$ cat src/rtl/spi_ao_master.sv
// SPI mode-0 master sending one 48-bit orientation frame {teta0, phi0}, MSB first,
// with chip select held low across all six bytes and a minimum CS-high gap afterwards.
module spi_ao_master #(
   parameter int CLKS_PER_HALF_BIT = 4,
   parameter int CS_IDLE_CLKS      = 2
) (
   input  logic        i_Clk,
   input  logic        i_Rst_n,
   input  logic        i_Start,
   input  logic [23:0] i_Teta0,
   input  logic [23:0] i_Phi0,
   output logic        o_Ready,
   output logic        o_Done,
   output logic        o_SPI_Clk,
   output logic        o_SPI_MOSI,
   output logic        o_SPI_CS_n
);

   localparam int MAX_CNT = (CLKS_PER_HALF_BIT > CS_IDLE_CLKS) ? CLKS_PER_HALF_BIT : CS_IDLE_CLKS;
   localparam int CNT_W   = $clog2(MAX_CNT + 1);

   localparam logic [CNT_W-1:0] HALF_LAST = CNT_W'(CLKS_PER_HALF_BIT - 1);
   localparam logic [CNT_W-1:0] GAP_LAST  = CNT_W'(CS_IDLE_CLKS - 1);
   localparam logic [5:0]       LAST_BIT  = 6'd47;

   typedef enum logic [2:0] {
      ST_IDLE,
      ST_SETUP,
      ST_SHIFT,
      ST_HOLD,
      ST_GAP
   } state_t;

   state_t            state_q, state_d;
   logic [47:0]       shift_q, shift_d;
   logic [CNT_W-1:0]  cnt_q, cnt_d;
   logic [5:0]        bit_q, bit_d;
   logic              sclk_q, sclk_d;
   logic              cs_n_q, cs_n_d;
   logic              mosi_q, mosi_d;
   logic              ready_q, ready_d;
   logic              done_q, done_d;
   logic              frame_active;

   always_ff @(posedge i_Clk or negedge i_Rst_n) begin
      if (!i_Rst_n) begin
         state_q <= ST_IDLE;
         shift_q <= '0;
         cnt_q   <= '0;
         bit_q   <= '0;
         sclk_q  <= 1'b0;
         cs_n_q  <= 1'b1;
         mosi_q  <= 1'b0;
         ready_q <= 1'b1;
         done_q  <= 1'b0;
      end else begin
         state_q <= state_d;
         shift_q <= shift_d;
         cnt_q   <= cnt_d;
         bit_q   <= bit_d;
         sclk_q  <= sclk_d;
         cs_n_q  <= cs_n_d;
         mosi_q  <= mosi_d;
         ready_q <= ready_d;
         done_q  <= done_d;
      end
   end

   // cnt_q is shared: setup/hold length, half-period timer in SHIFT, and the CS gap.
   always_comb begin
      state_d = state_q;
      shift_d = shift_q;
      cnt_d   = cnt_q;
      bit_d   = bit_q;
      sclk_d  = sclk_q;

      unique case (state_q)
         ST_IDLE: begin
            sclk_d = 1'b0;
            cnt_d  = '0;
            bit_d  = '0;
            if (i_Start) begin
               shift_d = {i_Teta0, i_Phi0};
               state_d = ST_SETUP;
            end
         end

         ST_SETUP: begin
            if (cnt_q == HALF_LAST) begin
               cnt_d   = '0;
               state_d = ST_SHIFT;
            end else begin
               cnt_d = cnt_q + 1'b1;
            end
         end

         ST_SHIFT: begin
            if (cnt_q == HALF_LAST) begin
               cnt_d = '0;
               if (!sclk_q) begin
                  sclk_d = 1'b1;
               end else begin
                  sclk_d = 1'b0;
                  // The last falling edge does not shift, so MOSI keeps bit 0 through HOLD.
                  if (bit_q == LAST_BIT) begin
                     state_d = ST_HOLD;
                  end else begin
                     shift_d = {shift_q[46:0], 1'b0};
                     bit_d   = bit_q + 6'd1;
                  end
               end
            end else begin
               cnt_d = cnt_q + 1'b1;
            end
         end

         ST_HOLD: begin
            sclk_d = 1'b0;
            if (cnt_q == HALF_LAST) begin
               cnt_d   = '0;
               state_d = ST_GAP;
            end else begin
               cnt_d = cnt_q + 1'b1;
            end
         end

         ST_GAP: begin
            sclk_d = 1'b0;
            if (cnt_q == GAP_LAST) begin
               cnt_d   = '0;
               state_d = ST_IDLE;
            end else begin
               cnt_d = cnt_q + 1'b1;
            end
         end

         default: begin
            state_d = ST_IDLE;
            sclk_d  = 1'b0;
            cnt_d   = '0;
            bit_d   = '0;
         end
      endcase
   end

   // Outputs are decoded from the next state and registered so the pins never glitch.
   always_comb begin
      frame_active = (state_d == ST_SETUP) || (state_d == ST_SHIFT) || (state_d == ST_HOLD);
      cs_n_d       = !frame_active;
      mosi_d       = frame_active ? shift_d[47] : 1'b0;
      ready_d      = (state_d == ST_IDLE);
      done_d       = (state_d == ST_GAP) && (cnt_d == GAP_LAST);
   end

   assign o_Ready    = ready_q;
   assign o_Done     = done_q;
   assign o_SPI_Clk  = sclk_q;
   assign o_SPI_MOSI = mosi_q;
   assign o_SPI_CS_n = cs_n_q;

endmodule

$ cat config.mk
export PLATFORM = sky130hd
export DESIGN_NAME = spi_ao_master
export DESIGN_NICKNAME = d
export VERILOG_FILES = /design/src/rtl/spi_ao_master.sv
export SDC_FILE = /design/constraint.sdc
export NUM_CORES = 1
export LEC_CHECK = 0
export ABC_AREA = 1
export CAP_MARGIN = 40
export CORE_MARGIN = 2
export CORE_UTILIZATION = 53
export DETAILED_ROUTE_END_ITERATION = 8
export PLACE_DENSITY = 0.8
export SLEW_MARGIN = 20
export SYNTH_ARGS = -nofsm -noshare
export SYNTH_HDL_FRONTEND = slang
export SYNTH_SLANG_ARGS = --single-unit
$ cat constraint.sdc
create_clock -name i_Clk -period 2.3 [get_ports i_Clk]
set_input_delay 0.345 -clock i_Clk [delete_from_list [all_inputs] [get_ports i_Clk]]
set_output_delay 0.345 -clock i_Clk [all_outputs]
set_load 0.01 [all_outputs]
==> metrics.txt, run 1 <==
Clk Tree Root Cell=clkbuf_8; # nets final=493; Clock Sinks=65; initial antenna violation count=0; post-detailed-route count of antenna-violating nets=0; GPL Wtd Cong=0.801; Initial DRT Pass Iterations=7; CTS tree=yes; Area Overhead vs Synth=27.2%; chip height=81.3 µm; Hold Path Class=in -> async; DP HPWL=5.06 mm; CP max stage delay=0.41 ns; # DRC=0; first-pass GRT wire length=12.5 mm; CP cell instances=ha_1 > ha_1 > nand2_1 > nand2_1 > nand3_2 > buf_12 > nand2_1 > nand3_1; PnR Total Power=0.00229 W; CTS resizes=0; Rel. slew slack=68.8%; most frequent cells in the layout=nand2_1, dfrtp_1, nand3_1, clkdlybuf4s50_1, nand4_1; Initial Util=54.1%; WL final=7.51 mm; Via-to-Cell Ratio=5.53; CTS Hold Bufs=0; synth unique cells=26; Iter 0 DRT Violations=203; sw frac=20.6%; Overall Global Routing Usage=24.8%; CP Capture Type=flop; critical path arrival=2.28 ns; num ports=56; P_int=0.00182 W; final setup fails=0; power density cells=567 nW/µm²; Antenna Cells=0; Comb power frac=5.8%; pre-CTS WS=0.297 ns; cells after synthesis=381; vias in the first global route=2793; Clock power frac=44.2%; commonest non-fill, non-tap cell in the layout=nand2_1; Yosys reg bits=65; Clock Latency Late Sink=0.34 ns; YS warnings=0; post-CTS setup buffers=0; gr ovfl total=0; kind of critical path=reg -> reg; CORE AREA=5850 µm²; Max Cap Viol=0; layout cells sized above 1=8.62%; number of H-tree levels=3; FILL cells=442; Syn Nets=438; floorplan row count=28; die width=81.3 µm; CP max FO=35; CP dominant cell by count=nand2_1; Post-Place Cells=498; Pleak=1.77 nW; minimum clock period=2.08 ns; skew final=0.00682 ns; clock buffer count from CTS=9; RSZ-0062 raised after global routing=no; Max Slew Vio Count=0; largest net degree at the start of global routing=47; worst-margin pin slew=0.468 ns; CTS clk-pin slew, worst paths=0.07 ns; sw power=0.000471 W; Clock Tree Buf Depth=2; Routed WL per cell=14.6 µm; status=completed; Seq pwr share=50.0%; PortBufs=55; CP required=2.51 ns; part of the Yosys area used for sequential elements=51.4%; Finished Layout Cells=516; Mean Syn Cell Area=8.32 µm²; Mapped Area=3170 µm²; TNS Setup=0 ns; fin area=4030 µm²; Hold Vio Cnt, Final=0; via count=2853; min setup slack post-route=0.223 ns; placed cell areas=3790 µm²; Total Die Area=6610 µm²; slowest stage cell, crit path=dfrtp_1; startpoint class of the critical path=flop; Final period util=90.3%; Peak VDD IR=0.385 mV; f_max=0.481 GHz
==> cell usage after synthesis <==
cell type  count  area (µm²)
a21oi_1        3        15.0
o21bai_1       2        15.0
dfstp_2        2        52.6
inv_1         16        60.1
o31ai_1        1        7.51
nand3b_1       1        7.51
xor2_1         2        17.5
nor3_1         2        10.0
o22ai_1        1        6.26
nor2_1        12        45.0
ha_1           6        75.1
nor2_2         1        6.26
a21o_1         1        7.51
nand4_1       47         294
nand3_1       54         270
buf_2          4        20.0
nand3_2        3        30.0
and2_1         1        6.26
inv_2          2        7.51
nor3_2         1        10.0
dfrtp_1       63        1580
buf_4          3        22.5
nand2_1      128         480
buf_6          3        33.8
clkbuf_1      15        56.3
o21ai_0        7        35.0
==> metal layers <==
layer  track usage, %  share of wire (%)  vias up
li1                 -                  -     1397
met1             32.7                 43     1360
met2             39.2                 51       84
met3             6.33                4.8       12
met4             10.2                1.9        0
met5                0                  0        -
==> worst paths after layout <==
| kind | start | to | slack (ns) | depth (start not counted) |
|---|---|---|---|---|
| min in group i_Clk | shift_q[13] | shift_q[13] | 0.48 | 2 |
| worst max-delay path | cnt_q[0] | shift_q[6] | 0.22 | 8 |
| max in group asynchronous | i_Rst_n | shift_q[45] | 1.34 | 4 |
| worst min register to register | shift_q[13] | shift_q[13] | 0.48 | 2 |
| worst min-delay path | i_Rst_n | shift_q[36] | 0.34 | 2 |
| worst max register to register | cnt_q[0] | shift_q[6] | 0.22 | 8 |
==> state kept, by name (all words and copies together), names as in the netlist <==
| register | count |
|---|---|
| o_SPI_MOSI | 1 |
| o_Done | 1 |
| o_SPI_CS_n | 1 |
| o_Ready | 1 |
| state_q | 3 |
| shift_q | 48 |
| cnt_q | 3 |
| bit_q | 6 |
| o_SPI_Clk | 1 |
==> power groups by stage <==
stage                     Combinational, W  Clock, W  Sequential [W]
final                             0.000133   0.00101         0.00114
after global routing              0.000144   0.00108         0.00114
after CTS                         0.000129   0.00102         0.00114
after detailed placement          0.000128         0         0.00116
after global placement            0.000127         0         0.00116
after floorplan                  0.0000108         0         0.00116
==> through the flow <==
stage,hold WS [ns],utilization [%]
finish,0.343,68.9
global route,0.335,68.9
CTS,0.0843,68.3
detailed placement,0.446,64.8
global placement,0.436,64.8
floorplan,0.0494,-
==> critical path, delay by kind of cell (launching register included) <==
kind / cells / cell delay [ns]
adders and majority gates: 2 / 0.45
buffers and inverters: 1 / 0.28
DFF: 1 / 0.41
and+or+nand+nor: 5 / 0.79
==> layout make-up <==
cell class                      instances  area [µm²]  area share [%]
Clock inverter                          2        35.0           0.870
Clock buffer                           14         173            4.29
Inverter                               18        67.6            1.68
Tap cell                               75        93.8            2.33
Multi-Input combinational cell        273        1350            33.6
Sequential cell                        65        1630            40.4
Timing Repair Buffer                   69         678            16.8
==> kinds of logic after synthesis <==
family,share of synthesized area [%]
DFF,51.4
and+or+nand+nor,36.6
AOI/OAI and AO/OA,2.73
adders and majority gates,2.37
xor gates and xnor gates,0.553
buffers and inverters,6.32
No activity file was read; power rests on OpenSTA's default activity.
==> inputs of run 2 (changes only) <==
--- a/config.mk
+++ b/config.mk
@@ -8,9 +8,8 @@
 export ABC_AREA = 1
 export CAP_MARGIN = 40
 export CORE_MARGIN = 2
-export CORE_UTILIZATION = 53
+export CORE_UTILIZATION = 35
 export DETAILED_ROUTE_END_ITERATION = 8
-export PLACE_DENSITY = 0.8
 export SLEW_MARGIN = 20
 export SYNTH_ARGS = -nofsm -noshare
 export SYNTH_HDL_FRONTEND = slang
==> run 2 against run 1 <==
Total power up 2.1%. Count of clock-buffer cells in the layout fell by 5. Sequential share of layout area down 0.36 points. Highest routed layer unchanged. Routed wire length is 3.9% lower. Sequential power about the same. Non-clock buffer count down 3. Clock skew up 0.0026 ns. Final area grew 0.90%. Core utilization fell by 22 points. First-iteration DRC count is 27% lower. Final cell count is 5.8% higher. Fmax rose by 11%.
==> metrics.txt, run 2 (synthesis results as in run 1) <==
Via-to-Cell Ratio=4.99; most frequent cells in the layout=nand2_1, dfrtp_1, nand3_1; gr ovfl total=0; num ports=56; Hold Path Depth=3; vias in the first global route=2725; hold path startpoint=i_Start; commonest non-fill, non-tap cell in the layout=nand2_1; layout cells sized above 1=8.68%; Hold EP=shift_q[0]; chip height=99.1 µm; worst-margin pin slew=0.558 ns; post-detailed-route count of antenna-violating nets=0; CP Capture Type=flop; Routed WL per cell=13.2 µm; number of H-tree levels=3; r2r startpoint=cnt_q[0]; CTS tree=yes; Top reg by flops=shift_q; Max Cap Viol=0; PortBufs=55; Total Die Area=9830 µm²; CTS clk-pin slew, worst paths=0.07 ns; f_max=0.536 GHz; Largest regs=shift_q: 48 flops, bit_q: 6 flops; skew final=0.00940 ns; RR Endpoint=o_SPI_MOSI; via count=2725; die width=99.1 µm; number of flip-flops in the largest register=48; Clock Sinks=65; Peak VDD IR=0.423 mV; # nets final=490; RSZ-0062 raised after global routing=no; critical path arrival=2.13 ns; Iter 0 DRT Violations=148; Hold Path Class=in -> reg; WL final=7.22 mm; CP max stage delay=0.41 ns; Post-Place Cells=529; Clk Tree Root Cell=clkbuf_8; final setup fails=0; min setup slack post-route=0.433 ns; startpoint class of the critical path=flop; power density cells=574 nW/µm²; TNS Setup=0 ns; Area Overhead vs Synth=28.3%; fin area=4070 µm²; kind of critical path=reg -> reg; CP required=2.56 ns; CP max FO=48; first-pass GRT wire length=12.5 mm; FILL cells=894; CP dominant cell by count=nand2_1; post-CTS setup buffers=0; placed cell areas=3840 µm²; R2R Setup Slk=0.43 ns; floorplan row count=34; Max Slew Vio Count=0; Finished Layout Cells=546; Initial DRT Pass Iterations=4; Clock Tree Buf Depth=2; pre-CTS WS=0.430 ns; DP HPWL=4.88 mm; status=completed; initial antenna violation count=0; Overall Global Routing Usage=15.8%; Rel. slew slack=62.8%; minimum clock period=1.87 ns; CORE AREA=8760 µm²; Hold Vio Cnt, Final=0; Pleak=1.76 nW; GPL Wtd Cong=0.804; Antenna Cells=0; largest net degree at the start of global routing=49; Initial Util=36.2%; Final period util=81.2%; R2R depth=8; # DRC=0; clock buffer count from CTS=9; slowest stage cell, crit path=dfrtp_1; CP cell instances=ha_1 > ha_1 > nand2_1 > nand2_1 > nand3_2 > buf_12 > nand2_1 > a21oi_1; Clock Latency Late Sink=0.34 ns; Critical Path Start=cnt_q[0]
==> run 2: cell types whose count changed in the layout (fill, tap and decap cells not counted) <==
cell	before	now
clkinv_2	1	2
buf_12	2	3
clkdlybuf4s50_1	54	53
clkinvlp_4	0	2
bufinv_16	1	2
buf_2	1	2
inv_6	0	1
buf_4	11	7
clkbuf_1	2	0
clkbuf_8	12	9
==> run 2: report_power, final <==
group | switching, W | internal [W]
clock | 0.000452 | 0.000610
sequential | 0 | 0.00114
combinational | 0.0000501 | 0.0000798
total | 0.000502 | 0.00183
==> run 2: timing repair <==
action,4_1_cts,5_1_grt
hold endpoints to repair,12,0
setup endpoints to repair,0,0
hold buffers,1,0
resized for setup,0,0
==> run 2: worst max path at each step <==
stage,end,slack [ns],cells after the start
finish,o_SPI_MOSI,0.43,8
detailed placement,o_SPI_MOSI,0.43,8
global placement,o_SPI_MOSI,0.50,8
global route,o_SPI_MOSI,0.25,8
floorplan,shift_q[10],0.70,8
CTS,o_SPI_MOSI,0.41,8
==> run 2: final cells by class <==
type                       instances  area (µm²)  area share, %
sequential                        65        1630           40.1
multi-input combinational        273        1350           33.3
timing repair buffer              66         663           16.3
tap                              108         135           3.32
clock buffer                       9         124           3.05
clock inverter                     7        93.8           2.31
inverter                          18        67.6           1.66
==> run 2: layer usage <==
metal  up-vias  wire [µm]  GRT usage (%)  share of wire [%]
met5         -          0              0                  0
met3         8        273           2.74                3.8
li1       1392          -              -                  -
met4         0        103           6.64                1.4
met2        54       3390           25.2                 47
met1      1271       3460           21.4                 48
==> run 2: stage by stage <==
stage               utilization [%]  power, W  hold WS [ns]
global placement               43.8   0.00129         0.364
detailed placement             43.8   0.00130         0.365
floorplan                         -   0.00118        0.0494
global route                   46.4   0.00243         0.466
CTS                            46.4   0.00237         0.400
finish                         46.4   0.00233         0.416
==> run 2: worst max-delay path: cells and delay by family, from the launching register on <==
family | cells | cell delay [ns]
and+or+nand+nor | 4 | 0.53
adders and majority gates | 2 | 0.49
DFF | 1 | 0.41
buffers and inverters | 1 | 0.22
AOI/OAI and AO/OA | 1 | 0.13
